[src/rtl/bg_pixel_fetcher_pkg.sv]
// Shared video definitions for the background pixel fetcher: fetch FSM
// states, VRAM layout constants and address / pixel packing helpers.
package bg_pixel_fetcher_pkg;

    typedef enum logic [2:0] {
        ST_IDLE = 3'd0,
        ST_MAP0 = 3'd1,
        ST_MAP1 = 3'd2,
        ST_LO0  = 3'd3,
        ST_LO1  = 3'd4,
        ST_HI0  = 3'd5,
        ST_HI1  = 3'd6,
        ST_PUSH = 3'd7
    } fetch_state_t;

    // Background tile maps start at 0x1800; the second map sits one stride higher.
    localparam logic [12:0] VRAM_MAP_BASE   = 13'h1800;
    localparam logic [12:0] VRAM_MAP_STRIDE = 13'h0400;

    // Tile-map entry address for a 32x32 map: row from line_y[7:3], column from col.
    function automatic logic [12:0] map_addr(input logic       map_sel,
                                             input logic [7:0] line_y,
                                             input logic [4:0] col);
        logic [12:0] stride;
        stride = map_sel ? VRAM_MAP_STRIDE : 13'h0000;
        return VRAM_MAP_BASE | stride | {3'b000, line_y[7:3], 5'b00000} | {8'h00, col};
    endfunction

    // Tile pattern address. With tile_sel=0 tile numbers are signed around 0x1000,
    // so bit 12 is set only for tiles 0x00-0x7F.
    function automatic logic [12:0] tile_data_addr(input logic       tile_sel,
                                                   input logic [7:0] tile,
                                                   input logic [2:0] row,
                                                   input logic       plane);
        logic b12;
        b12 = ~tile_sel & ~tile[7];
        return {b12, tile, row, plane};
    endfunction

    // Pack one tile row into 8 two-bit pixels; pixel 0 (leftmost) in bits [1:0].
    function automatic logic [15:0] pack_pixels(input logic [7:0] lo,
                                                input logic [7:0] hi);
        logic [15:0] p;
        p = 16'h0000;
        for (int i = 0; i < 8; i++) begin
            p[2*i +: 2] = {hi[7-i], lo[7-i]};
        end
        return p;
    endfunction

endpackage

[src/rtl/bg_pixel_fifo.sv]
// Eight-entry, 2-bit pixel shift register: parallel load of a full tile row,
// single pixel pop from the head, and an occupancy count.
module bg_pixel_fifo
(
    input  logic        clkpipe,
    input  logic        nreset_video,
    input  logic        flush,
    input  logic        load,
    input  logic [15:0] load_pix,
    input  logic        pop,
    output logic [1:0]  head,
    output logic [3:0]  count
);

    logic [15:0] data_r;
    logic [3:0]  count_r;

    // Pixel storage and count; a load always refills all eight slots, which
    // also covers the case where the last pixel pops on the same edge.
    always_ff @(posedge clkpipe or negedge nreset_video) begin
        if (!nreset_video) begin
            data_r  <= 16'h0000;
            count_r <= 4'd0;
        end else if (flush) begin
            data_r  <= 16'h0000;
            count_r <= 4'd0;
        end else if (load) begin
            data_r  <= load_pix;
            count_r <= 4'd8;
        end else if (pop && (count_r != 4'd0)) begin
            data_r  <= {2'b00, data_r[15:2]};
            count_r <= count_r - 4'd1;
        end else begin
            data_r  <= data_r;
            count_r <= count_r;
        end
    end

    assign head  = data_r[1:0];
    assign count = count_r;

endmodule

[src/rtl/bg_pixel_fetcher.sv]
// Background pixel fetcher: walks the tile map and tile patterns for the
// current line, feeds an 8-pixel FIFO and streams one pixel per clock while
// rendering, dropping the first scx[2:0] pixels for fine horizontal scroll.
module bg_pixel_fetcher
    import bg_pixel_fetcher_pkg::*;
(
    input  logic        clkpipe,
    input  logic        nreset_video,
    input  logic        render,
    input  logic [7:0]  v,
    input  logic [7:0]  scy,
    input  logic [7:0]  scx,
    input  logic        bg_map_sel,
    input  logic        bg_tile_sel,
    output logic [12:0] vram_addr,
    output logic        vram_rd,
    input  logic [7:0]  vram_data,
    output logic [1:0]  pix,
    output logic        pix_valid
);

    fetch_state_t state_r, state_s;
    logic [4:0]   col_r, col_s;
    logic [7:0]   tile_r, lo_r, hi_r;
    logic [2:0]   disc_r;
    logic         armed_r;
    logic [12:0]  vram_addr_r, addr_s;
    logic         vram_rd_r, rd_s;
    logic [1:0]   pix_r;
    logic         pix_valid_r;

    logic [7:0]   line_y_s;
    logic [2:0]   row_s;
    logic [7:0]   tile_s;
    logic         pop_s;
    logic         push_ok_s;
    logic         load_s;
    logic [15:0]  load_pix_s;
    logic [1:0]   fifo_head_s;
    logic [3:0]   fifo_count_s;

    bg_pixel_fifo u_fifo (
        .clkpipe      (clkpipe),
        .nreset_video (nreset_video),
        .flush        (~render),
        .load         (load_s),
        .load_pix     (load_pix_s),
        .pop          (pop_s),
        .head         (fifo_head_s),
        .count        (fifo_count_s)
    );

    // Line/row selection and FIFO handshake; scroll and line inputs are used live.
    always_comb begin
        line_y_s   = v + scy;
        row_s      = line_y_s[2:0];
        tile_s     = (state_r == ST_MAP1) ? vram_data : tile_r;
        pop_s      = render && (fifo_count_s != 4'd0);
        push_ok_s  = (fifo_count_s == 4'd0) || ((fifo_count_s == 4'd1) && pop_s);
        load_s     = render && (state_r == ST_PUSH) && push_ok_s;
        load_pix_s = pack_pixels(lo_r, hi_r);
    end

    // Fetch FSM next state and map column; render low always aborts to IDLE.
    always_comb begin
        state_s = state_r;
        col_s   = col_r;
        if (!render) begin
            state_s = ST_IDLE;
        end else begin
            case (state_r)
                ST_IDLE: begin
                    if (armed_r) begin
                        state_s = ST_MAP0;
                        col_s   = scx[7:3];
                    end else begin
                        state_s = ST_IDLE;
                    end
                end
                ST_MAP0: state_s = ST_MAP1;
                ST_MAP1: state_s = ST_LO0;
                ST_LO0:  state_s = ST_LO1;
                ST_LO1:  state_s = ST_HI0;
                ST_HI0:  state_s = ST_HI1;
                ST_HI1:  state_s = ST_PUSH;
                ST_PUSH: begin
                    if (push_ok_s) begin
                        state_s = ST_MAP0;
                        col_s   = col_r + 5'd1;
                    end else begin
                        state_s = ST_PUSH;
                    end
                end
                default: state_s = ST_IDLE;
            endcase
        end
    end

    // VRAM request for the cycle being entered; address holds between reads.
    always_comb begin
        addr_s = vram_addr_r;
        rd_s   = 1'b0;
        case (state_s)
            ST_MAP0: begin
                addr_s = map_addr(bg_map_sel, line_y_s, col_s);
                rd_s   = 1'b1;
            end
            ST_LO0: begin
                addr_s = tile_data_addr(bg_tile_sel, tile_s, row_s, 1'b0);
                rd_s   = 1'b1;
            end
            ST_HI0: begin
                addr_s = tile_data_addr(bg_tile_sel, tile_s, row_s, 1'b1);
                rd_s   = 1'b1;
            end
            default: begin
                addr_s = vram_addr_r;
                rd_s   = 1'b0;
            end
        endcase
    end

    // FSM state and column registers.
    always_ff @(posedge clkpipe or negedge nreset_video) begin
        if (!nreset_video) begin
            state_r <= ST_IDLE;
            col_r   <= 5'd0;
        end else begin
            state_r <= state_s;
            col_r   <= col_s;
        end
    end

    // Start permission: a window may begin only after render has been seen low,
    // so a reset released mid-line waits for the next line.
    always_ff @(posedge clkpipe or negedge nreset_video) begin
        if (!nreset_video) begin
            armed_r <= 1'b0;
        end else if (!render) begin
            armed_r <= 1'b1;
        end else if ((state_r == ST_IDLE) && armed_r) begin
            armed_r <= 1'b0;
        end else begin
            armed_r <= armed_r;
        end
    end

    // Capture read data one cycle after each read strobe.
    always_ff @(posedge clkpipe or negedge nreset_video) begin
        if (!nreset_video) begin
            tile_r <= 8'h00;
            lo_r   <= 8'h00;
            hi_r   <= 8'h00;
        end else begin
            case (state_r)
                ST_MAP1: tile_r <= vram_data;
                ST_LO1:  lo_r   <= vram_data;
                ST_HI1:  hi_r   <= vram_data;
                default: begin
                    tile_r <= tile_r;
                    lo_r   <= lo_r;
                    hi_r   <= hi_r;
                end
            endcase
        end
    end

    // Registered VRAM request outputs.
    always_ff @(posedge clkpipe or negedge nreset_video) begin
        if (!nreset_video) begin
            vram_addr_r <= 13'h0000;
            vram_rd_r   <= 1'b0;
        end else begin
            vram_addr_r <= addr_s;
            vram_rd_r   <= rd_s;
        end
    end

    // Pixel output with fine-scroll discard of the first scx[2:0] pops.
    always_ff @(posedge clkpipe or negedge nreset_video) begin
        if (!nreset_video) begin
            pix_r       <= 2'b00;
            pix_valid_r <= 1'b0;
            disc_r      <= 3'd0;
        end else if (!render) begin
            pix_r       <= pix_r;
            pix_valid_r <= 1'b0;
            disc_r      <= 3'd0;
        end else if (pop_s) begin
            pix_r <= fifo_head_s;
            if (disc_r < scx[2:0]) begin
                pix_valid_r <= 1'b0;
                disc_r      <= disc_r + 3'd1;
            end else begin
                pix_valid_r <= 1'b1;
                disc_r      <= disc_r;
            end
        end else begin
            pix_r       <= pix_r;
            pix_valid_r <= 1'b0;
            disc_r      <= disc_r;
        end
    end

    assign vram_addr = vram_addr_r;
    assign vram_rd   = vram_rd_r;
    assign pix       = pix_r;
    assign pix_valid = pix_valid_r;

endmodule
[config.mk]
export PLATFORM = sky130hd
export DESIGN_NAME = bg_pixel_fetcher
export DESIGN_NICKNAME = d
export VERILOG_FILES = /design/src/rtl/bg_pixel_fetcher_pkg.sv /design/src/rtl/bg_pixel_fifo.sv /design/src/rtl/bg_pixel_fetcher.sv
export SDC_FILE = /design/constraint.sdc
export NUM_CORES = 1
export LEC_CHECK = 0
export CAP_MARGIN = 40
export CORE_AREA = 2 2 88 107
export CTS_CLUSTER_SIZE = 30
export DETAILED_ROUTE_END_ITERATION = 8
export DIE_AREA = 0 0 90 109
export PLACE_DENSITY = 0.66
export SLEW_MARGIN = 10
export SYNTH_ARGS = -nofsm -noshare
export SYNTH_HDL_FRONTEND = slang
export SYNTH_HIERARCHICAL = 1
export SYNTH_SLANG_ARGS = --single-unit
[constraint.sdc]
create_clock -name clkpipe -period 3.54 [get_ports clkpipe]
set_input_delay 0.885 -clock clkpipe [delete_from_list [all_inputs] [get_ports clkpipe]]
set_output_delay 0.885 -clock clkpipe [all_outputs]
set_load 0.01 [all_outputs]
# Word-level counts from Yosys, hierarchy flattened

Cells that the tools add are included.

Logic and storage cells: 78
Output and inout port bits: 17
Register bits: 73
Input port bits: 37

Reduce and logical (&&, ||, !) cells: 14
Bitwise gates (word level): 5
Equality and inequality tests: 15
Muxes and demuxes: 26
$lt $le $gt $ge: 1
$add $sub $neg: 4

Operators with widths:

| operator                                                            | count |
|---|---|
| 16-bit 2-to-1 mux                                                   | 3 |
| 13-bit one-hot mux with 3 select lines                              | 1 |
| 3-bit one-hot mux with 8 select lines                               | 1 |
| 3-bit == test (second input constant)                               | 5 |
| 3-bit 2-to-1 mux                                                    | 5 |
| 5-bit 2-to-1 mux                                                    | 3 |
| 13-bit by 10-bit bitwise OR with 13-bit output                      | 1 |
| 13-bit by 5-bit bitwise OR with 13-bit output                       | 1 |
| 4-bit 2-to-1 mux                                                    | 3 |
| 11-bit 2-to-1 mux                                                   | 1 |
| 5-bit one-hot mux with 2 select lines                               | 1 |
| 3-bit by 2-bit == test with 1-bit output (second input constant)    | 3 |
| 8-bit adder                                                         | 1 |
| 8-bit 2-to-1 mux                                                    | 1 |
| 1-bit 2-to-1 mux                                                    | 7 |
| 3-bit by 1-bit == test with 1-bit output (second input constant)    | 2 |
| 1-bit logical AND                                                   | 6 |
| 2-bit by 1-bit != test with 1-bit output (second input constant)    | 3 |
| 5-bit by 1-bit adder with 5-bit output (second input constant)      | 1 |
| 4-bit by 1-bit == test with 1-bit output (second input constant)    | 1 |
| 4-bit logical NOT                                                   | 1 |
| 2-bit AND reduction                                                 | 2 |
| 4-bit nonzero test                                                  | 1 |
| 4-bit by 1-bit subtractor with 4-bit output (second input constant) | 1 |
| 9 further kinds                                                     | 10 |

# Logic depth before layout (Yosys ltp)

Word-level depth: 10
Mapped depth: 9
Gate-level depth less buffers: 7

# Cells and area by module

Netlist, hierarchy kept.

By module, submodules not included:

| module           | instances | cells each | area an instance (um2) | sequential area each (um2) |
|---|---|---|---|---|
| bg_pixel_fetcher | 1         | 238        | 2,707.6                | 1,326.3 |
| bg_pixel_fifo    | 1         | 120        | 1,146.1                | 500.5 |

# Worst setup path after synthesis

No wires, ideal clock.

Path kind: input to register
Start: input render
End: register u_fifo.count_r[1], in the netlist u_fifo/count[1]
Required time: 3.463 ns
Stages: 9
Data arrival time: 2.321 ns
Slack: 1.141 ns
Buffers on the path: 3
Setup time: 0.077 ns
Cell sequence: buf_2 -> clkinv_1 -> a21o_1 -> inv_1 -> buf_2 -> inv_1 -> clkbuf_1 -> or3_1 -> a21oi_1

Longest elaborated chain between the ends: 6
Elaborated cells on any way between the ends: 9
Those cells by class: eq/ne (1); mux (2); reduce/logical (6)

RTL lines:

| item                   | RTL line               | text |
|---|---|---|
| start: declaration     | bg_pixel_fetcher.sv:9  | `input logic render,` |
| 1-bit logical AND (*)  | bg_pixel_fetcher.sv:58 | `pop_s = render && (fifo_count_s != 4'd0);` |
| net pop_s              | bg_pixel_fetcher.sv:35 | `logic pop_s;` |
| 1-bit logical AND      | bg_pixel_fetcher.sv:59 | `push_ok_s = (fifo_count_s == 4'd0) \|\| ((fifo_count_s == 4'd1) && pop_s);` |
| 1-bit logical OR       | bg_pixel_fetcher.sv:59 |  |
| 1-bit logical AND      | bg_pixel_fetcher.sv:60 | `load_s = render && (state_r == ST_PUSH) && push_ok_s;` |
| 4-bit 2-to-1 mux       | bg_pixel_fifo.sv:27    | `end else if (load) begin` |
| 4-bit 2-to-1 mux       | bg_pixel_fifo.sv:24    | `end else if (flush) begin` |
| end signal: assignment | bg_pixel_fifo.sv:32    | `count_r <= count_r - 4'd1;` |
| end signal: assignment | bg_pixel_fifo.sv:35    | `count_r <= count_r;` |
| end: declaration       | bg_pixel_fifo.sv:16    | `logic [3:0] count_r;` |

The timed path passes the listed nets; every way through them passes the cells marked *.
A chain may end at the register's enable or synchronous reset.

# Final worst setup path

Start: input render
End: register u_fifo.count_r[2], in the netlist u_fifo/count[2]

Same word-level chain as after synthesis.

==> metrics.txt <==
count leader, synth dfrtp_1; filler cell count 830; Final Max Slew Viols 0; required time worst endpoint 3.81 ns; core area 8843 µm²; Nets 459; area of the multi-input gates 1784 µm²; critical path class in -> reg; leading area contributor after synthesis dfrtp_1; top cells by area, synth dfrtp_1 47%, mux2_2 7.3%, ha_1 4.2%; most frequent cells after synthesis 73 x dfrtp_1, 28 x inv_1, 28 x o21ai_0; share of the synthesized area in the top cell type 47.40%; number of global-route vias before repair 3058; RSZ-0062 raised after global routing false; leakage 2.012 nW; Finished Layout Cells 533; H-tree lvl count 3; Placed Area 4474 µm²; Yosys Warn Count 6; worst setup path end u_fifo/count[2]$_DFFE_PN0P_; # diodes 0; post-cts resize count 0; Initial Util 43.58%; crit path DAT 2.88 ns; async set or reset register ratio after synthesis 100.0%; Syn Inst Count 358; TNS Setup 0 ns; root buffer cell clkbuf_8; Cell Area, Synth 3854 µm²; P&R area growth vs syn 21.14%; skew final 0.01377 ns; final total power 2.645 mW; cts hold-fix bufs 0; Sinks on Clock Net 73; status completed; critical path launch point render; maxcap violations 0; total track usage 18.59%; die width 90 µm; antenna violations before repair 0; CTS tree yes; Max VDD drop 0.3229 mV; Critical Path Fanout Max 21; RR Startpoint u_fifo/count[1]$_DFFE_PN0P_; Worst-path clk slew 0.08 ns; layout cells sized above 1 16.22%; Final Cycle Share 73.78%; Worst Tran Pin Value 0.6965 ns; RePlAce Congestion 0.7765; Routed WL 8559 µm; latest clock arrival within the worst-skew pair 0.35 ns; synth unique cells 58; first-pass GRT wire length 14650 µm; GRT Residual Overflow 0; die area 9810 µm²; CP startpoint kind input port; Max clock buf depth 2; post-detail-place hpwl 6147 µm; fmax 0.3829 GHz; R2R setup slack 1.26 ns; PwrDens 566.6 nW/µm²; chip height 109 µm; Net Count, Synth 409; r2r endpoint u_fifo/data_r[3]$_DFFE_PN0P_; DR pass1 iterations 4; Hold Crit Class in -> async; Port Buffers 53; register area 1827 µm²; worst r2r path cells 6; FP Rows 38; vias per cell 5.565; DRC violations left 0; Finished Cell Area 4668 µm²; syn_area_per_cell 10.76 µm²; placed insts 517; Post-synth EDFFs 0; Final min period 2.612 ns; final setup fails 0; CP Capture Type flop; DR iter-0 viols 99; Main synth FF type dfrtp_1; #FFs+latches synth 73; Vias 2966; Post-CTS Setup Inserts 0; largest net degree at the start of global routing 64; register area share after synthesis 47.40%; Inserted Clock Buffers 9; Rel. slew slack 53.36%; post-route ant nets 0; post-DR wirelength/cell 16.06 µm; IO Pins 54; Hold Vio Cnt, Final 0
==> sequential cells by signal, indices dropped and copies added (netlist names) <==
name / count
lo_r: 8
pix_valid: 1
u_fifo/data_r: 16
armed_r: 1
col_r: 5
state_r: 3
hi_r: 8
tile_r: 8
u_fifo/count: 4
pix: 2
disc_r: 3
vram_rd: 1
vram_addr: 13
==> cells by family (layout without fill, tap and decap cells) <==
logic type | count (synthesis) | after routing | share of synthesized area (%)
AOI/OAI and AO/OA | 115 | 115 | 21.36
DFF | 73 | 73 | 47.40
buffers and inverters | 51 | 106 | 6.364
and+or+nand+nor | 69 | 69 | 10.23
xor gates and xnor gates | 8 | 8 | 1.818
muxes | 28 | 28 | 8.084
adders and majority gates | 14 | 14 | 4.740
==> power breakdown <==
part | total, mW | internal [mW] | switching [mW]
logic | 0.777 | 0.435 | 0.342
clock network | 0.653 | 0.327 | 0.326
registers | 1.21 | 1.07 | 0.148
==> area by class of cell <==
type                    count  area share, %
clock buffers              10          2.734
clock inverters             6          1.421
inverters                  30          2.412
multi-input cells         234          38.22
flip-flops and latches     73          39.13
well taps                 120          3.216
repair buffers             60          12.87
==> placed cells by master (no fill, tap or decap), drive strengths merged, types with 4 or more instances in the layout <==
master         Yosys  layout
dfrtp             73      73
clkdlybuf4s50      0      52
o21ai             31      31
inv               28      29
nand2             25      25
mux2              25      25
a31oi             18      18
a21oi             15      15
a221oi            15      15
ha                13      13
nor2              10      10
clkbuf             6      10
buf               15       8
a21o               7       7
nand3              7       7
o211ai             6       6
nand2b             5       5
xnor2              5       5
a211oi             4       4
a221o              4       4
==> worst max-delay path, cell delays in order <==
cell             delay, ns
clkdlybuf4s50_1       0.45
buf_4                 0.17
clkinv_1              0.09
a21o_1                0.22
inv_1                 0.11
inv_1                 0.24
or4_1                 0.54
a21oi_1               0.16
==> per-stage QoR <==
stage	util (%)	setup WS [ns]	hold WS, ns
3_3_place_gp	50.28	0.6082	0.4596
5_1_grt	52.79	0.7612	0.3671
3_5_place_dp	50.59	0.5726	0.4782
4_1_cts	52.79	0.9472	0.3646
6_report	52.79	0.9283	0.3680
2_1_floorplan	-	1.141	0.4681
==> how the worst min path moves through the flow <==
stage	from	to	slack, ns	cells past startpoint
floorplan	col_r[1]$_DFF_PN0_	col_r[1]$_DFF_PN0_	0.47	1
global route	nreset_video	u_fifo/data_r[5]$_DFFE_PN0P_	0.37	1
global placement	u_fifo/data_r[0]$_DFFE_PN0P_	pix[0]$_DFFE_PN0P_	0.46	2
detailed placement	u_fifo/data_r[0]$_DFFE_PN0P_	pix[0]$_DFFE_PN0P_	0.48	2
CTS	nreset_video	u_fifo/data_r[5]$_DFFE_PN0P_	0.36	1
finish	nreset_video	u_fifo/data_r[5]$_DFFE_PN0P_	0.37	1
==> layer usage <==
layer	up-vias	global-route usage, %	wire [µm]
li1	1410	-	-
met2	84	32.01	4372
met1	1461	23.16	3625
met4	0	6.813	150
met3	11	4.147	409
met5	-	0	0
Note: power is estimated with default switching activity, not from simulation.
